### config.mk
export PLATFORM = sky130hd
export DESIGN_NAME = pixel_frame_capture
export DESIGN_NICKNAME = d
export VERILOG_FILES = /design/src/rtl/pixel_frame_capture.sv
export SDC_FILE = /design/constraint.sdc
export NUM_CORES = 1
export LEC_CHECK = 0
export CAP_MARGIN = 20
export CORE_ASPECT_RATIO = 1.5
export CORE_MARGIN = 2
export CORE_UTILIZATION = 48
export CTS_BUF_LIST = sky130_fd_sc_hd__clkbuf_16
export DETAILED_ROUTE_END_ITERATION = 6
export PLACE_DENSITY = 0.67
export SLEW_MARGIN = 10
export SYNTH_ARGS = -nofsm -noshare
export SYNTH_HDL_FRONTEND = slang
export SYNTH_SLANG_ARGS = --single-unit
### constraint.sdc
create_clock -name HCLK -period 7.52 [get_ports HCLK]
set_clock_uncertainty 0.2 [all_clocks]
set_input_delay 0.752 -clock HCLK [delete_from_list [all_inputs] [get_ports HCLK]]
set_output_delay 0.752 -clock HCLK [all_outputs]
set_load 0.05 [all_outputs]
### src/rtl/pixel_frame_capture.sv
// pixel_frame_capture
//
// Receiving end of a two-pixel-per-clock RGB stream. Incoming pixel pairs
// are buffered in a small FIFO and serialised to one 24-bit pixel per clock
// on a frame-memory write port. Rows are stored bottom-up (BMP order).
//
// Ports:
//   HCLK        clock, all logic on the rising edge
//   HRESET      synchronous reset, active-high
//   VSYNC       frame start strobe (also restarts a frame in progress)
//   HSYNC       pixel pair valid this cycle
//   DATA_R0/G0/B0  pixel 0 of the pair (even column)
//   DATA_R1/G1/B1  pixel 1 of the pair (odd column)
//   WR_EN       memory write strobe
//   WR_ADDR     pixel address, WIDTH*(HEIGHT-1-row) + col
//   WR_DATA     {R,G,B}
//   FRAME_DONE  one-cycle pulse the cycle after the last pixel write
//   OVERFLOW    sticky, a pair was dropped on a full FIFO
//   BUSY        high while capturing a frame
module pixel_frame_capture #(
    parameter int WIDTH      = 768,
    parameter int HEIGHT     = 512,
    parameter int FIFO_DEPTH = 16,
    parameter int ADDR_W     = 19
) (
    input  logic              HCLK,
    input  logic              HRESET,
    input  logic              VSYNC,
    input  logic              HSYNC,
    input  logic [7:0]        DATA_R0,
    input  logic [7:0]        DATA_G0,
    input  logic [7:0]        DATA_B0,
    input  logic [7:0]        DATA_R1,
    input  logic [7:0]        DATA_G1,
    input  logic [7:0]        DATA_B1,
    output logic              WR_EN,
    output logic [ADDR_W-1:0] WR_ADDR,
    output logic [23:0]       WR_DATA,
    output logic              FRAME_DONE,
    output logic              OVERFLOW,
    output logic              BUSY
);

    localparam int PTR_W = $clog2(FIFO_DEPTH);
    localparam int CNT_W = PTR_W + 1;
    localparam int COL_W = $clog2(WIDTH);

    localparam logic [ADDR_W-1:0] LAST_ROW_BASE = ADDR_W'(WIDTH * (HEIGHT - 1));
    localparam logic [ADDR_W-1:0] ROW_STEP      = ADDR_W'(WIDTH);
    localparam logic [COL_W-1:0]  COL_MAX       = COL_W'(WIDTH - 1);
    localparam logic [CNT_W-1:0]  DEPTH_CNT     = CNT_W'(FIFO_DEPTH);

    typedef enum logic [1:0] {
        IDLE,
        CAPTURE,
        DONE
    } state_t;

    state_t state, state_next;

    logic [47:0]       fifo_mem [FIFO_DEPTH];
    logic [PTR_W-1:0]  rd_ptr, wr_ptr;
    logic [CNT_W-1:0]  count;
    logic              half;
    logic              finish;
    logic [COL_W-1:0]  col;
    logic [ADDR_W-1:0] row_base;

    logic [47:0] in_pair;
    logic [47:0] head_pair;
    logic        active;
    logic        emit;
    logic        pop;
    logic        last_pixel;
    logic        push_req;
    logic        push_ok;
    logic        push_drop;

    assign in_pair   = {DATA_R0, DATA_G0, DATA_B0, DATA_R1, DATA_G1, DATA_B1};
    assign head_pair = fifo_mem[rd_ptr];

    // State register.
    always_ff @(posedge HCLK) begin
        if (HRESET) begin
            state <= IDLE;
        end else begin
            state <= state_next;
        end
    end

    // VSYNC restarts from any state; the cycle after the last pixel
    // (finish) closes the frame.
    always_comb begin
        state_next = state;
        if (VSYNC) begin
            state_next = CAPTURE;
        end else if (state == CAPTURE && finish) begin
            state_next = DONE;
        end
    end

    // Per-edge datapath decisions. A pair may enter a full FIFO only when
    // the head retires on the same edge. Pairs arriving on the edge of the
    // final pixel are discarded silently along with the FIFO contents.
    always_comb begin
        active     = (state == CAPTURE) && !VSYNC && !finish;
        emit       = active && (count != '0);
        pop        = emit && half;
        last_pixel = emit && (row_base == '0) && (col == COL_MAX);
        push_req   = active && HSYNC && !last_pixel;
        push_ok    = push_req && ((count < DEPTH_CNT) || pop);
        push_drop  = push_req && !push_ok;
    end

    // FIFO storage; stale entries are harmless because pointers are reset.
    always_ff @(posedge HCLK) begin
        if (!HRESET && push_ok) begin
            fifo_mem[wr_ptr] <= in_pair;
        end
    end

    // Output registers, FIFO pointers and row/column tracking. The row is
    // kept as its bottom-up base address so no multiplier is needed.
    always_ff @(posedge HCLK) begin
        if (HRESET) begin
            WR_EN      <= 1'b0;
            WR_ADDR    <= '0;
            WR_DATA    <= '0;
            FRAME_DONE <= 1'b0;
            OVERFLOW   <= 1'b0;
            BUSY       <= 1'b0;
            rd_ptr     <= '0;
            wr_ptr     <= '0;
            count      <= '0;
            half       <= 1'b0;
            finish     <= 1'b0;
            col        <= '0;
            row_base   <= LAST_ROW_BASE;
        end else begin
            WR_EN      <= emit;
            FRAME_DONE <= (state == CAPTURE) && !VSYNC && finish;
            BUSY       <= (state_next == CAPTURE);
            if (emit) begin
                WR_ADDR <= row_base + ADDR_W'(col);
                WR_DATA <= half ? head_pair[23:0] : head_pair[47:24];
            end
            if (VSYNC || last_pixel) begin
                rd_ptr   <= '0;
                wr_ptr   <= '0;
                count    <= '0;
                half     <= 1'b0;
                col      <= '0;
                row_base <= LAST_ROW_BASE;
                finish   <= last_pixel;
                if (VSYNC) begin
                    OVERFLOW <= 1'b0;
                end
            end else begin
                finish <= 1'b0;
                if (emit) begin
                    half <= ~half;
                    if (col == COL_MAX) begin
                        col      <= '0;
                        row_base <= row_base - ROW_STEP;
                    end else begin
                        col <= col + 1'b1;
                    end
                end
                if (pop) begin
                    rd_ptr <= rd_ptr + 1'b1;
                end
                if (push_ok) begin
                    wr_ptr <= wr_ptr + 1'b1;
                end
                case ({push_ok, pop})
                    2'b10:   count <= count + 1'b1;
                    2'b01:   count <= count - 1'b1;
                    default: count <= count;
                endcase
                if (push_drop) begin
                    OVERFLOW <= 1'b1;
                end
            end
        end
    end

endmodule

[Word-level counts from Yosys, hierarchy flattened]
Memories as Yosys holds them, arrays and structs flattened. A register that Yosys moved wholly into a read port is not among the register bits.
Cells that the tools add are included.
Operators by class
  $add $sub $neg: 7
  $lt $le $gt $ge: 1
  eq/ne operators: 6
  muxes and demuxes: 12
  bitwise logic cells: 2
  reduce and logical (&&, ||, !) cells: 28
Operator list (count)
  24-bit two-way mux: 1
  19-bit by 10-bit adder with 19-bit output: 1
  19-bit logical NOT: 1
  19-bit by 10-bit subtractor with 19-bit output, second input constant: 1
  1-bit logical AND: 13
  10-bit by 1-bit adder with 10-bit output, second input constant: 1
  10-bit equality test, second input constant: 1
  10-bit two-way mux: 1
  5-bit one-hot mux with 2 select lines: 1
  4-bit by 1-bit adder with 4-bit output, second input constant: 2
  4-bit two-way mux: 2
  2-bit by 1-bit equality test with 1-bit output, second input constant: 3
  5-bit by 1-bit adder with 5-bit output, second input constant: 1
  1-bit logical NOT: 5
  5-bit less-than comparator, second input constant: 1
  1-bit two-way mux: 5
  5-bit nonzero test: 1
  5-bit by 1-bit subtractor with 5-bit output, second input constant: 1
  2-bit two-way mux: 2
  2-bit AND reduction: 2
  2-bit nonzero test: 2
  2-bit OR reduction: 2
  2-bit equality test, second input constant: 1
  1-bit logical OR: 2
  2 further kinds: 3
Word-level totals
  register bits: 93
  RAM bits: 768
  bits of input ports: 52
  memories: 1
Memory list
  fifo_mem: words 16, width 48, read ports 1, clocked after memory_dff 1, wr ports 1, RTL line 61  | logic [47:0] fifo_mem [FIFO_DEPTH];

[Logic depth before layout (Yosys ltp)]
Gate-level depths: netlist of the first run.
  word-level depth: 13
  mapped depth: 15
  depth with buffers taken out: 13

[Least setup slack after synthesis of the first run]
OpenSTA, ideal clock, no wires.
  path kind: input to register
  start: input port VSYNC
  end: memory fifo_mem[0][0] (enable)
  setup time: 0.573 ns
  arrival: 6.248 ns
  path slack: 0.499 ns
  cell stages on the path: 5
  path buffers: 1
  cell sequence: nor4b_4 and3_1 buf_2 nand2_1 nor4_1
Between the ends
  longest elaborated chain between the ends: 12
  elaborated cells between the ends (all ways): 15
Ends and longest elaborated chain
  from (decl): RTL line 28  | input logic VSYNC,
  1-bit logical NOT *: RTL line 106  | active = (state == CAPTURE) && !VSYNC && !finish;
  1-bit logical AND * (2 in series): RTL line 106
  1-bit logical AND: RTL line 107  | emit = active && (count != '0);
  1-bit logical AND (2 in series): RTL line 109  | last_pixel = emit && (row_base == '0) && (col == COL_MAX);
  1-bit logical NOT: RTL line 110  | push_req = active && HSYNC && !last_pixel;
  1-bit logical AND: RTL line 110
  1-bit logical AND *: RTL line 111  | push_ok = push_req && ((count < DEPTH_CNT) || pop);
  1-bit logical AND *: RTL line 117  | if (!HRESET && push_ok) begin
  1-bit two-way mux *: RTL line 117
  1-bit two-way mux (implied by the code) *: RTL line 118  | fifo_mem[wr_ptr] <= in_pair;
  to (decl): RTL line 61
Mark *: on every way between the ends. The rest lies on a longest branch, timed or not.

[Final worst setup path of the first run]
  start: input port VSYNC
  end: memory fifo_mem[5][4] (enable)
Same word-level chain as after synthesis.

==> flow_summary.ini, run 1 <==
[cells_and_area]
final_common_cell = edfxtp_1
drive_above_1_share = 0.204
final_nets = 1839
final_area_um2 = 37500
final_core_util = 0.552
layout_common_cells = edfxtp_1 (768), mux4_2 (178), clkdlybuf4s50_1 (98), dfxtp_1 (86), clkbuf_16 (79)
num-fill-cells = 5183
syn_to_final_growth_pct = 13.6

[synth]
synth_edf_count = 768
synth_compound_area_frac = 0.0378
syn_inst = 1655
synth_fa_ha_area_frac = 0.00554
yosys.area_share.simple = 0.0366
yosysWarnings = 0
synthMuxAreaShare = 0.141
yosys_register_bits = 857
yosys.area.top_type = edfxtp_1
yosysTopAreaCellShare = 0.699
synth_ff_type = edfxtp_1
yosysSeqAreaShare = 0.753
ys_types = 63
synthXorXnorAreaFrac = 0.00929
synth.area.top_cells = edfxtp_1 (70%), mux4_2 (12%), dfxtp_1 (5.4%)
synth_top_family_by_area = multiplexers
syn_avg_cell_area_um2 = 19.9
ys_async_sr_fraction = 0
netlist_area_um2 = 33000
synthesis.nets = 1721

[pwr]
p_int_mw = 7.41
p_leak_nw = 11.4
power_mw = 9.20
power_frac_comb = 0.014
p_sw_frac = 0.195
peakVddDrop_mv = 0.159
seq_power_share = 0.563
p_per_area_nw_per_um2 = 246
switchingPower_mw = 1.80
clock_power_share = 0.422

[sta]
worst_slew_pin_slew_ps = 984
finalSetupTns_ps = 0
hold_viol_final = 0
fmax_mhz = 243
setup_viol = 0
slew_headroom = 0.344
rsz0062_at_grt = no
min_period_over_period = 0.548
layout_min_cycle_time_ps = 4120
finalMaxSlewViolations = 0

[critical_path]
r2r_start = col[0]
critPathKind = input port to flop
crit_path_start_kind = input port
crit_arrival_ps = 4190
end_kind = flop
reg2reg_slack_ps = 3630
worst_ep_required_time_ps = 7590
worst-path-max-fanout = 26
crit_start = VSYNC

[routing]
drcViolationCount = 0
ant_nets = 0
vias = 16400
drtIter0Drc = 1561
dr.pass1.iters = 5
routed.top_layer = met5
viasPerCell = 6.01
wl_met2_um = 40400
wl_met1_um = 28800
drt_wl_total_um = 75400
wl_per_cell_um = 27.6
wl_met3_um = 3810

[floorplan]
die_w_um = 218
core_area_um2 = 67900
rows = 117
start_util = 0.486
die_h_um = 325
die_area_um2 = 70900
io_pins = 99

[grt]
antenna_found_initial = 2
grt_overflow = 0
grt_use_total = 0.216
grt_pass1_wl_um = 112000
grt_pass1_vias = 17000
grt_max_degree = 91

[job]
maxCapViolations = 0

[clocking]
hold_buffers = 0
cts_buffers = 76
root_buffer = clkbuf_16
cts_tree = yes
post_cts_buffers = 0
post_cts_resized = 0
clk_latency_ps = 630
clkTransAtPathRegs_ps = 60
cts_buffer_depth = 3
cts_htree_levels = 3
cts_num_sinks = 857

[place]
placed_area_um2 = 35000
numPortBuffers = 98
dp_hpwl_um = 43300
place.gp.congestion = 0.821

[hold_path]
hp-class = flop to flop
hp-start = WR_ADDR[0]

[status]
status = complete, no violations
worst max-delay path, stage by stage:
cell and delay, ps:
clkdlybuf4s50_1 540, nor4b_4 520, and3_1 480, nand4b_1 460
nor2_4 890, buf_4 500
metal layers:
| layer | vias to the layer above | GRT usage |
|---|---|---|
| li1 | 7033 | - |
| met1 | 8737 | 0.270 |
| met2 | 512 | 0.381 |
| met3 | 117 | 0.0320 |
| met4 | 4 | 0.0775 |
| met5 | - | 0 |
power groups by stage:
stage	combinational, mW	sequential (mW)	clock, mW
6_report	0.130	5.19	3.89
5_1_grt	0.140	5.18	4.14
4_1_cts	0.131	5.19	3.96
3_5_place_dp	0.132	5.29	0
3_3_place_gp	0.126	5.29	0
2_1_floorplan	0.0215	5.29	0
per-stage QoR:
stage,setup WS [ps],std cells,hold WS (ps)
2_1_floorplan,499,1655,257
3_3_place_gp,2780,2586,242
3_5_place_dp,2740,2586,249
4_1_cts,3400,2726,257
5_1_grt,3150,2727,281
6_report,3400,2728,254
synthesized netlist by cell type, types with 9 or more instances:
library cell / instances
nand2_1: 54
a21o_1: 13
xnor2_1: 22
clkbuf_1: 19
o211ai_1: 15
dfxtp_1: 89
ha_1: 13
nor3_1: 11
mux2i_1: 43
a22o_1: 9
nand2b_1: 9
a211oi_1: 11
a22oi_1: 51
nor2_1: 72
inv_1: 10
nand3_1: 18
a221oi_1: 12
mux2_2: 20
a21oi_1: 23
xor2_1: 13
buf_4: 17
nor2b_1: 9
mux4_2: 178
edfxtp_1: 768
o22ai_1: 10
buf_2: 50
path summary, 6_finish.rpt:
path                          to  cells after the start
setup / recovery  fifo_mem[5][4]                      6
hold / removal        WR_ADDR[0]                      2
setup reg to reg        count[4]                     13
hold reg to reg       WR_ADDR[0]                      2
logic make-up (layout without fill, tap and decap cells):
family                   after synthesis  in the layout
AO/OA/AOI/OAI                        171            171
XOR/XNOR                              35             35
adder cells (fa/ha/maj)               14             14
buffers and inverters                104            284
flip-flops                           857            857
multiplexers                         241            241
other                                  0              1
AND/OR/NAND/NOR                      233            233
final cells by class:
type	count	area, um2	share of cell area
Sequential cell	857	24900	0.663
Multi-Input combinational cell	694	7730	0.206
Clock buffer	79	1980	0.0527
Timing Repair Buffer	134	1260	0.0336
Tap cell	892	1120	0.0298
Clock inverter	61	509	0.0136
Inverter	10	37.5	0.00100
Antenna cell	1	2.50	0.0000667
state kept, by name, indices dropped and copies added, names as in the netlist, 2 cells and up, named ones only:
register / cells
rd_ptr: 4
col: 10
WR_ADDR: 19
count: 5
wr_ptr: 4
WR_DATA: 24
row_base: 11
state: 2
fifo_mem: 768
Power figures use the tool's default switching activity.
==> inputs of run 2 (changes only) <==
Clock period 7.52 ns to 4.1 ns, I/O delays scaled along.
==> run 2 against run 1 <==
Net effect: largest cell class unchanged; critical endpoint is now count[4]; combinational power increased by 74%; highest routed layer is now met4; flip-flop and latch count unchanged; critical path depth increased by 7; die area unchanged; global-route usage decreased by 1.1 points; via count is the same; cell area up 1.3%; largest power group unchanged.
==> flow_summary.ini, run 2 (synthesis results as in run 1) <==
[status]
status = complete, no violations

[clocking]
hold_buffers = 0
cts_tree = yes
cts_num_sinks = 857
cts_htree_levels = 3
post_cts_resized = 0
root_buffer = clkbuf_16
cts_buffer_depth = 3
cts_buffers = 77
post_cts_buffers = 0
clk_latency_ps = 640
clkTransAtPathRegs_ps = 70

[cells_and_area]
final_common_cell = edfxtp_1
final_cells = 2760
final_nets = 1870
regMostFlops = fifo_mem
layout_common_cells = edfxtp_1 (768), mux4_2 (178), clkdlybuf4s50_1 (98), dfxtp_1 (86), clkbuf_16 (80)
syn_to_final_growth_pct = 15.1
final_core_util = 0.559
antenna_cells = 0
largest_reg_flops = 768
drive_above_1_share = 0.218
reg_top3 = fifo_mem (768), WR_DATA (24), WR_ADDR (19)
num-fill-cells = 5101

[routing]
viasPerCell = 5.94
ant_nets = 0
wl_per_cell_um = 25.8
wl_met2_um = 37100
drtIter0Drc = 1643
wl_met1_um = 28300
dr.pass1.iters = 6
routed.top_layer = met4
drt_wl_total_um = 71100
drcViolationCount = 0
wl_met3_um = 3900
vias = 16400

[sta]
postLayoutSetupSlackWorst_ps = 695
finalMaxSlewViolations = 0
finalSetupTns_ps = 0
slew_headroom = 0.370
hold_viol_final = 0
fmax_mhz = 294
worst_slew_pin_slew_ps = 944
min_period_over_period = 0.831
rsz0062_at_grt = no
setup_viol = 0
layout_min_cycle_time_ps = 3410

[pwr]
power_frac_comb = 0.013
p_int_mw = 13.6
clock_power_share = 0.423
p_per_area_nw_per_um2 = 444
p_sw_frac = 0.196
seq_power_share = 0.563
peakVddDrop_mv = 0.396
switchingPower_mw = 3.30
p_leak_nw = 11.6
power_mw = 16.9

[critical_path]
worst-path-max-fanout = 5
crit_arrival_ps = 3750
worst_ep_required_time_ps = 4450
reg2reg_slack_ps = 690
crit_path_start_kind = flop
end_kind = flop
critPathKind = flop to flop

[hold_path]
hp-class = flop to flop

[floorplan]
die_area_um2 = 70900
start_util = 0.486
rows = 117
io_pins = 99
core_area_um2 = 67900
die_h_um = 325
die_w_um = 218

[place]
place_ws_ps = 493
numPortBuffers = 98
place.gp.congestion = 0.803
dp_hpwl_um = 41000
place_inst = 2616

[job]
maxCapViolations = 0

[grt]
grt_use_total = 0.205
antenna_found_initial = 0
grt_pass1_vias = 17200
grt_max_degree = 53
grt_overflow = 0
grt_pass1_wl_um = 107000
## run 2: cell types whose count changed in the layout (fill, tap and decap cells not counted), moves of 2 or more
cell / change
clkinvlp_2: -2
buf_12: +17
clkinv_4: +5
nor4_4: +4
inv_2: -3
clkinv_2: +4
nor4_2: -4
buf_4: +13
## run 2: per-stage QoR
| stage | hold WS (ps) | cell area (um2) |
|---|---|---|
| 2_1_floorplan | 257 | 33000 |
| 3_3_place_gp | 245 | 35500 |
| 3_5_place_dp | 246 | 35500 |
| 4_1_cts | 255 | 38000 |
| 5_1_grt | 272 | 38000 |
| 6_report | 252 | 38000 |
## run 2: path summary, 6_finish.rpt
check | cells past startpoint | startpoint | endpoint
hold / removal | 2 | WR_ADDR[1] | WR_ADDR[1]
setup reg to reg | 13 | col[0] | count[4]
setup / recovery | 13 | col[0] | count[4]
hold reg to reg | 2 | WR_ADDR[1] | WR_ADDR[1]
## run 2: worst max-delay path, cell delays in order (launching register included)
cell      delay, ps
dfxtp_1         390
ha_1            250
nand4_1         150
a211oi_1        580
nand3_2         160
nand2_1         130
ha_1            250
xor2_1          170
ha_1            240
a21o_1          140
a22o_1          130
a21oi_1          80
or3_1           310
a21oi_1         140
## run 2: final cells by class
class                      instances  area (um2)  share of cell area
tap                              892        1120              0.0294
inverter                          10        37.5            0.000988
sequential                       857       24900               0.654
clock buffer                      80        2000              0.0527
timing repair buffer             164        1700              0.0447
clock inverter                    63         503              0.0132
multi-input combinational        694        7770               0.205
## run 2: layer usage
metal	GRT usage	vias to the layer above
met1	0.266	8642
met4	0.0649	0
met3	0.0309	124
li1	-	7083
met2	0.356	554
met5	0	-
## run 2: power groups by stage
stage	sequential, mW	clock [mW]	combinational, mW
2_1_floorplan	9.71	0	0.0399
3_3_place_gp	9.70	0	0.215
3_5_place_dp	9.70	0	0.227
4_1_cts	9.51	7.28	0.227
5_1_grt	9.51	7.62	0.245
6_report	9.51	7.14	0.226
